===== src/rtl/seq_divider_if.sv =====
// Operand/result bundle for seq_divider: the requester drives start and operands,
// the divider returns status and registered results.
interface seq_divider_if #(
  parameter int WIDTH = 4
);
  logic             start;
  logic [WIDTH-1:0] dividend;
  logic [WIDTH-1:0] divisor;
  logic             busy;
  logic             done;
  logic [WIDTH-1:0] quotient;
  logic [WIDTH-1:0] remainder;
  logic             div_by_zero;

  modport master (
    output start, dividend, divisor,
    input  busy, done, quotient, remainder, div_by_zero
  );

  modport slave (
    input  start, dividend, divisor,
    output busy, done, quotient, remainder, div_by_zero
  );
endinterface


===== src/rtl/seq_divider.sv =====
// Iterative unsigned restoring divider, one quotient bit per clock.
// Optional DIV_ZERO_CHECK_EN: short-circuits a zero divisor and raises div_by_zero.
module seq_divider #(
  parameter int WIDTH = 4
) (
  input  logic         clk,
  input  logic         rst,
  seq_divider_if.slave bus
);
  localparam int CNT_W = $clog2(WIDTH);

  typedef enum logic [1:0] {IDLE, RUN, DONE} state_t;

  state_t                state, state_nxt;
  logic [WIDTH:0]        p_reg;
  logic [WIDTH-1:0]      q_reg;
  logic [WIDTH-1:0]      d_reg;
  logic [WIDTH-1:0]      quo_reg;
  logic [WIDTH-1:0]      rem_reg;
  logic [CNT_W-1:0]      cnt;
  logic                  last_step;
  logic                  zero_div;
  logic                  busy_c;
  logic                  done_c;
  logic [WIDTH:0]        p_shift;
  logic [WIDTH:0]        p_step;
  logic [WIDTH-1:0]      q_step;
  logic signed [WIDTH:0] trial;

  assign last_step = (cnt == CNT_W'(WIDTH - 1));

`ifdef DIV_ZERO_CHECK_EN
  logic dbz_reg;
  assign zero_div        = (bus.divisor == '0);
  assign bus.div_by_zero = dbz_reg;
`else
  assign zero_div        = 1'b0;
  assign bus.div_by_zero = 1'b0;
`endif

  // One restoring step: shift {P,Q}, trial-subtract D, keep result if non-negative
  always_comb begin
    p_shift = {p_reg[WIDTH-1:0], q_reg[WIDTH-1]};
    trial   = $signed(p_shift) - $signed({1'b0, d_reg});
    if (!trial[WIDTH]) begin
      p_step = $unsigned(trial);
      q_step = {q_reg[WIDTH-2:0], 1'b1};
    end else begin
      p_step = p_shift;
      q_step = {q_reg[WIDTH-2:0], 1'b0};
    end
  end

  always_ff @(posedge clk or posedge rst) begin
    if (rst) state <= IDLE;
    else     state <= state_nxt;
  end

  always_comb begin
    state_nxt = state;
    busy_c    = 1'b0;
    done_c    = 1'b0;
    case (state)
      IDLE: if (bus.start) state_nxt = zero_div ? DONE : RUN;
      RUN: begin
        busy_c = 1'b1;
        if (last_step) state_nxt = DONE;
      end
      DONE: begin
        done_c    = 1'b1;
        state_nxt = IDLE;
      end
      default: state_nxt = IDLE;
    endcase
  end

  always_ff @(posedge clk or posedge rst) begin
    if (rst) begin
      p_reg   <= '0;
      q_reg   <= '0;
      d_reg   <= '0;
      cnt     <= '0;
      quo_reg <= '0;
      rem_reg <= '0;
`ifdef DIV_ZERO_CHECK_EN
      dbz_reg <= 1'b0;
`endif
    end else begin
      case (state)
        IDLE: if (bus.start) begin
          p_reg <= '0;
          q_reg <= bus.dividend;
          d_reg <= bus.divisor;
          cnt   <= '0;
`ifdef DIV_ZERO_CHECK_EN
          if (zero_div) begin
            quo_reg <= '1;
            rem_reg <= bus.dividend;
            dbz_reg <= 1'b1;
          end
`endif
        end
        RUN: begin
          p_reg <= p_step;
          q_reg <= q_step;
          cnt   <= cnt + CNT_W'(1);
          // Results come straight from the final step so they never expose partial values
          if (last_step) begin
            quo_reg <= q_step;
            rem_reg <= p_step[WIDTH-1:0];
`ifdef DIV_ZERO_CHECK_EN
            dbz_reg <= 1'b0;
`endif
          end
        end
        default: ;
      endcase
    end
  end

  assign bus.busy      = busy_c;
  assign bus.done      = done_c;
  assign bus.quotient  = quo_reg;
  assign bus.remainder = rem_reg;
endmodule


===== src/flat_wrapper.sv =====
// flat-port wrapper written by rule: the top's interface ports become plain ports
module seq_divider_flat 
#(
  parameter int WIDTH = 4
)
  (clk, rst, bus_start, bus_dividend, bus_divisor, bus_busy, bus_done, bus_quotient, bus_remainder, bus_div_by_zero);
  seq_divider_if #(.WIDTH(WIDTH)) bus_i ();
  input  logic clk;
  input  logic rst;
  input wire logic [$bits(bus_i.start)-1:0] bus_start;
  input wire logic [$bits(bus_i.dividend)-1:0] bus_dividend;
  input wire logic [$bits(bus_i.divisor)-1:0] bus_divisor;
  output wire logic [$bits(bus_i.busy)-1:0] bus_busy;
  output wire logic [$bits(bus_i.done)-1:0] bus_done;
  output wire logic [$bits(bus_i.quotient)-1:0] bus_quotient;
  output wire logic [$bits(bus_i.remainder)-1:0] bus_remainder;
  output wire logic [$bits(bus_i.div_by_zero)-1:0] bus_div_by_zero;
  assign bus_i.start = bus_start;
  assign bus_i.dividend = bus_dividend;
  assign bus_i.divisor = bus_divisor;
  assign bus_busy = bus_i.busy;
  assign bus_done = bus_i.done;
  assign bus_quotient = bus_i.quotient;
  assign bus_remainder = bus_i.remainder;
  assign bus_div_by_zero = bus_i.div_by_zero;
  seq_divider #(.WIDTH(WIDTH)) u_core (.clk(clk), .rst(rst), .bus(bus_i));
endmodule

===== config.mk =====
export PLATFORM = sky130hd
export DESIGN_NAME = seq_divider_flat
export DESIGN_NICKNAME = d
export VERILOG_FILES = /design/src/rtl/seq_divider_if.sv /design/src/rtl/seq_divider.sv /design/src/flat_wrapper.sv
export SDC_FILE = /design/constraint.sdc
export NUM_CORES = 1
export LEC_CHECK = 0
export CORE_UTILIZATION = 40
export CTS_CLUSTER_SIZE = 12
export DETAILED_ROUTE_END_ITERATION = 7
export GPL_TIMING_DRIVEN = 0
export PLACE_DENSITY = 0.74
export SLEW_MARGIN = 40
export SYNTH_ARGS = -nofsm -noshare
export SYNTH_HDL_FRONTEND = slang
export SYNTH_SLANG_ARGS = --single-unit

===== constraint.sdc =====
create_clock -name clk -period 3.2 [get_ports clk]
set_clock_uncertainty 0.15 [all_clocks]
set_input_delay 0.32 -clock clk [delete_from_list [all_inputs] [get_ports clk]]
set_output_delay 0.32 -clock clk [all_outputs]
set_load 0.01 [all_outputs]

==> metrics <==
status complete, no violations; min cycle time layout 2.46 ns; DRT iter0 DRCs 22; Clock Power Share 0.084; peak supply drop 0.000792 V; Routed Antenna Nets 0; Post-CTS Hold Buffers 0; Setup Viol. Count Final 0; routed vias/inst 5.08; Min-Delay Path Class input port to asynchronous set/reset pin; Worst-Margin Slew 0.558 ns; pwr/cell area 1080 mW/mm2; reg2reg end u_core.p_reg[0]; critical path buffer and inverter count 0; Slew Limit Fails 0; Reg power frac 0.343; std cell rows 19; Ys Warns 0; Crit-path slowest cell fa_1; period utilization 0.770; CORE AREA 0.00276 mm2; clk root buf clkbuf_4; WP data arrival 2.56 ns; crit path cell chain ha_1 > fa_1 > nand2b_1 > a21oi_2 > xor2_4 > mux2_4 > o21ai_1; clock tree sinks 24; # diodes 0; first-pass GRT wire length 3620 um; most common cell after layout, fill and taps aside dfrtp_1; largest net degree at the start of global routing 25; delay-heaviest family, CP adder cells; Clock Latency Late Sink 0.31 ns; Die X 56.1 um; distinct cell type count after synthesis 28; R2R cell count 7; net count of the mapped netlist 123; Ports 22; TritonRoute pass-1 iters 4; Synth-to-Final Area Change 22.6%; fin util 0.521; synthesized area 0.00117 mm2; Congestion Overflow GR 0; H-tree Lvls 1; max-cap violations 0; routed wire length 2080 um; GR Util All Layers 0.151; unrepaired setup endpoints after global routing no; R2R setup slack 0.74 ns; Reg2Reg Launch Point u_core.d_reg[0]; initial antenna violation count 0; critical path peak fanout 6; number of I/O port buffers 20; commonest cells after routing, fill and taps aside dfrtp_1, clkdlybuf4s50_1, nand2_1; via count 812; die height 56.1 um; total CTS buffers 3; WP data required 3.30 ns; synthesized flop and latch total 24; die area 0.00315 mm2; Final HPWL DP 1580 um; switching power of the nets 0.614 mW; largest buffer count on any clock path 2; nets@finish 148; Placed Cells 157; ratio of cells with drive above 1 in the final layout 0.140; Avg WL per Cell 13.0 um; endpoints failing hold 0; Worst setup EP type flip-flop; Resize count post-CTS 0; Setup Buffers After CTS 0; Cell Int Power 0.944 mW; crit path kind flip-flop to flip-flop; Initial Util 0.425; Max Clock Freq 406 MHz; Finished Layout Cells 160; cells after synthesis 106; register area share after synthesis 0.513; Slew HR 0.627; vias in the first global route 769; setup tns final 0 ns; Critical Path Max Stage Delay 0.42 ns; leak pwr 0.667 nW; Startpoint Class flip-flop; CTS tree done; logic gate share of total power 0.573; Routability Congestion 0.829; clock slew at reported path FFs 0.13 ns; DRC viols 0; syn avg cell area 11.0 um2; switching part of the total 0.394
[final cells by class]
cell class	count	area, um2
inverter	9	33.8
fill	279	1320
sequential	24	601
tap	31	38.8
multi-input combinational	70	520
buffer	3	20.0
clock buffer	3	22.5
timing repair buffer	20	200
[cell usage after synthesis, drive strengths merged]
library cell / n / area, um2
mux2: 7 / 86.3
a21oi: 5 / 28.8
fa: 1 / 20.0
dfrtp: 24 / 601
inv: 9 / 33.8
ha: 5 / 62.6
xnor2: 1 / 8.76
buf: 3 / 20.0
o21ai: 16 / 80.1
nand2: 17 / 63.8
nand2b: 2 / 20.0
and3b: 3 / 26.3
a222oi: 1 / 10.0
mux2i: 2 / 20.0
xor2: 2 / 36.3
o21bai: 2 / 15.0
conb: 1 / 3.75
a22o: 1 / 8.76
nor3b: 1 / 12.5
nor2b: 1 / 6.26
nor2: 2 / 7.51
[power groups by stage]
stage	clock (mW)	combinational, mW	sequential [mW]
3_5_place_dp	0	0.895	0.543
2_1_floorplan	0	0.620	0.545
6_report	0.131	0.893	0.535
3_3_place_gp	0	0.860	0.538
5_1_grt	0.150	0.992	0.553
4_1_cts	0.137	0.902	0.538
[worst max-delay path by stage]
stage,startpoint,endpoint,slack (ns),cells past startpoint
floorplan,u_core.d_reg[0],u_core.bus.remainder[0],0.97,7
global placement,u_core.d_reg[0],u_core.bus.remainder[0],0.84,7
detailed placement,u_core.d_reg[0],u_core.p_reg[0],0.75,7
CTS,u_core.d_reg[0],u_core.p_reg[0],0.72,7
global route,u_core.d_reg[0],u_core.p_reg[0],0.65,7
finish,u_core.d_reg[0],u_core.p_reg[0],0.74,7
[worst register-to-register path: stages, from the launching register on]
cell	delay (ns)
dfrtp_1	0.41
ha_1	0.23
fa_1	0.42
nand2b_1	0.18
a21oi_2	0.23
xor2_4	0.29
mux2_4	0.35
o21ai_1	0.14
[routing by layer]
metal / vias to the layer above / global-route usage / wire (um)
met5: - / 0 / 0
li1: 402 / - / -
met1: 383 / 0.196 / 920
met3: 3 / 0.0535 / 111
met2: 24 / 0.240 / 1040
met4: 0 / 0.0418 / 17
[per-stage QoR]
| step | power (mW) | hold slack [ns] | instance area, um2 | setup WS (ns) |
|---|---|---|---|---|
| 2_1_floorplan | 1.17 | 0.185 | 1170 | 0.975 |
| 3_3_place_gp | 1.40 | 0.316 | 1410 | 0.839 |
| 3_5_place_dp | 1.44 | 0.321 | 1410 | 0.754 |
| 4_1_cts | 1.58 | 0.205 | 1430 | 0.717 |
| 5_1_grt | 1.69 | 0.210 | 1440 | 0.650 |
| 6_report | 1.56 | 0.187 | 1440 | 0.735 |
[cells by family after synthesis]
| kind of cell | after synthesis | share of synthesized area |
|---|---|---|
| xor gates and xnor gates | 3 | 0.0385 |
| adders and majority gates | 6 | 0.0705 |
| AOI/OAI and AO/OA | 25 | 0.122 |
| DFF | 24 | 0.513 |
| and+or+nand+nor | 26 | 0.116 |
| muxes | 9 | 0.0908 |
| buffers and inverters | 12 | 0.0459 |
| other | 1 | 0.00320 |
Power figures use the tool's default switching activity.
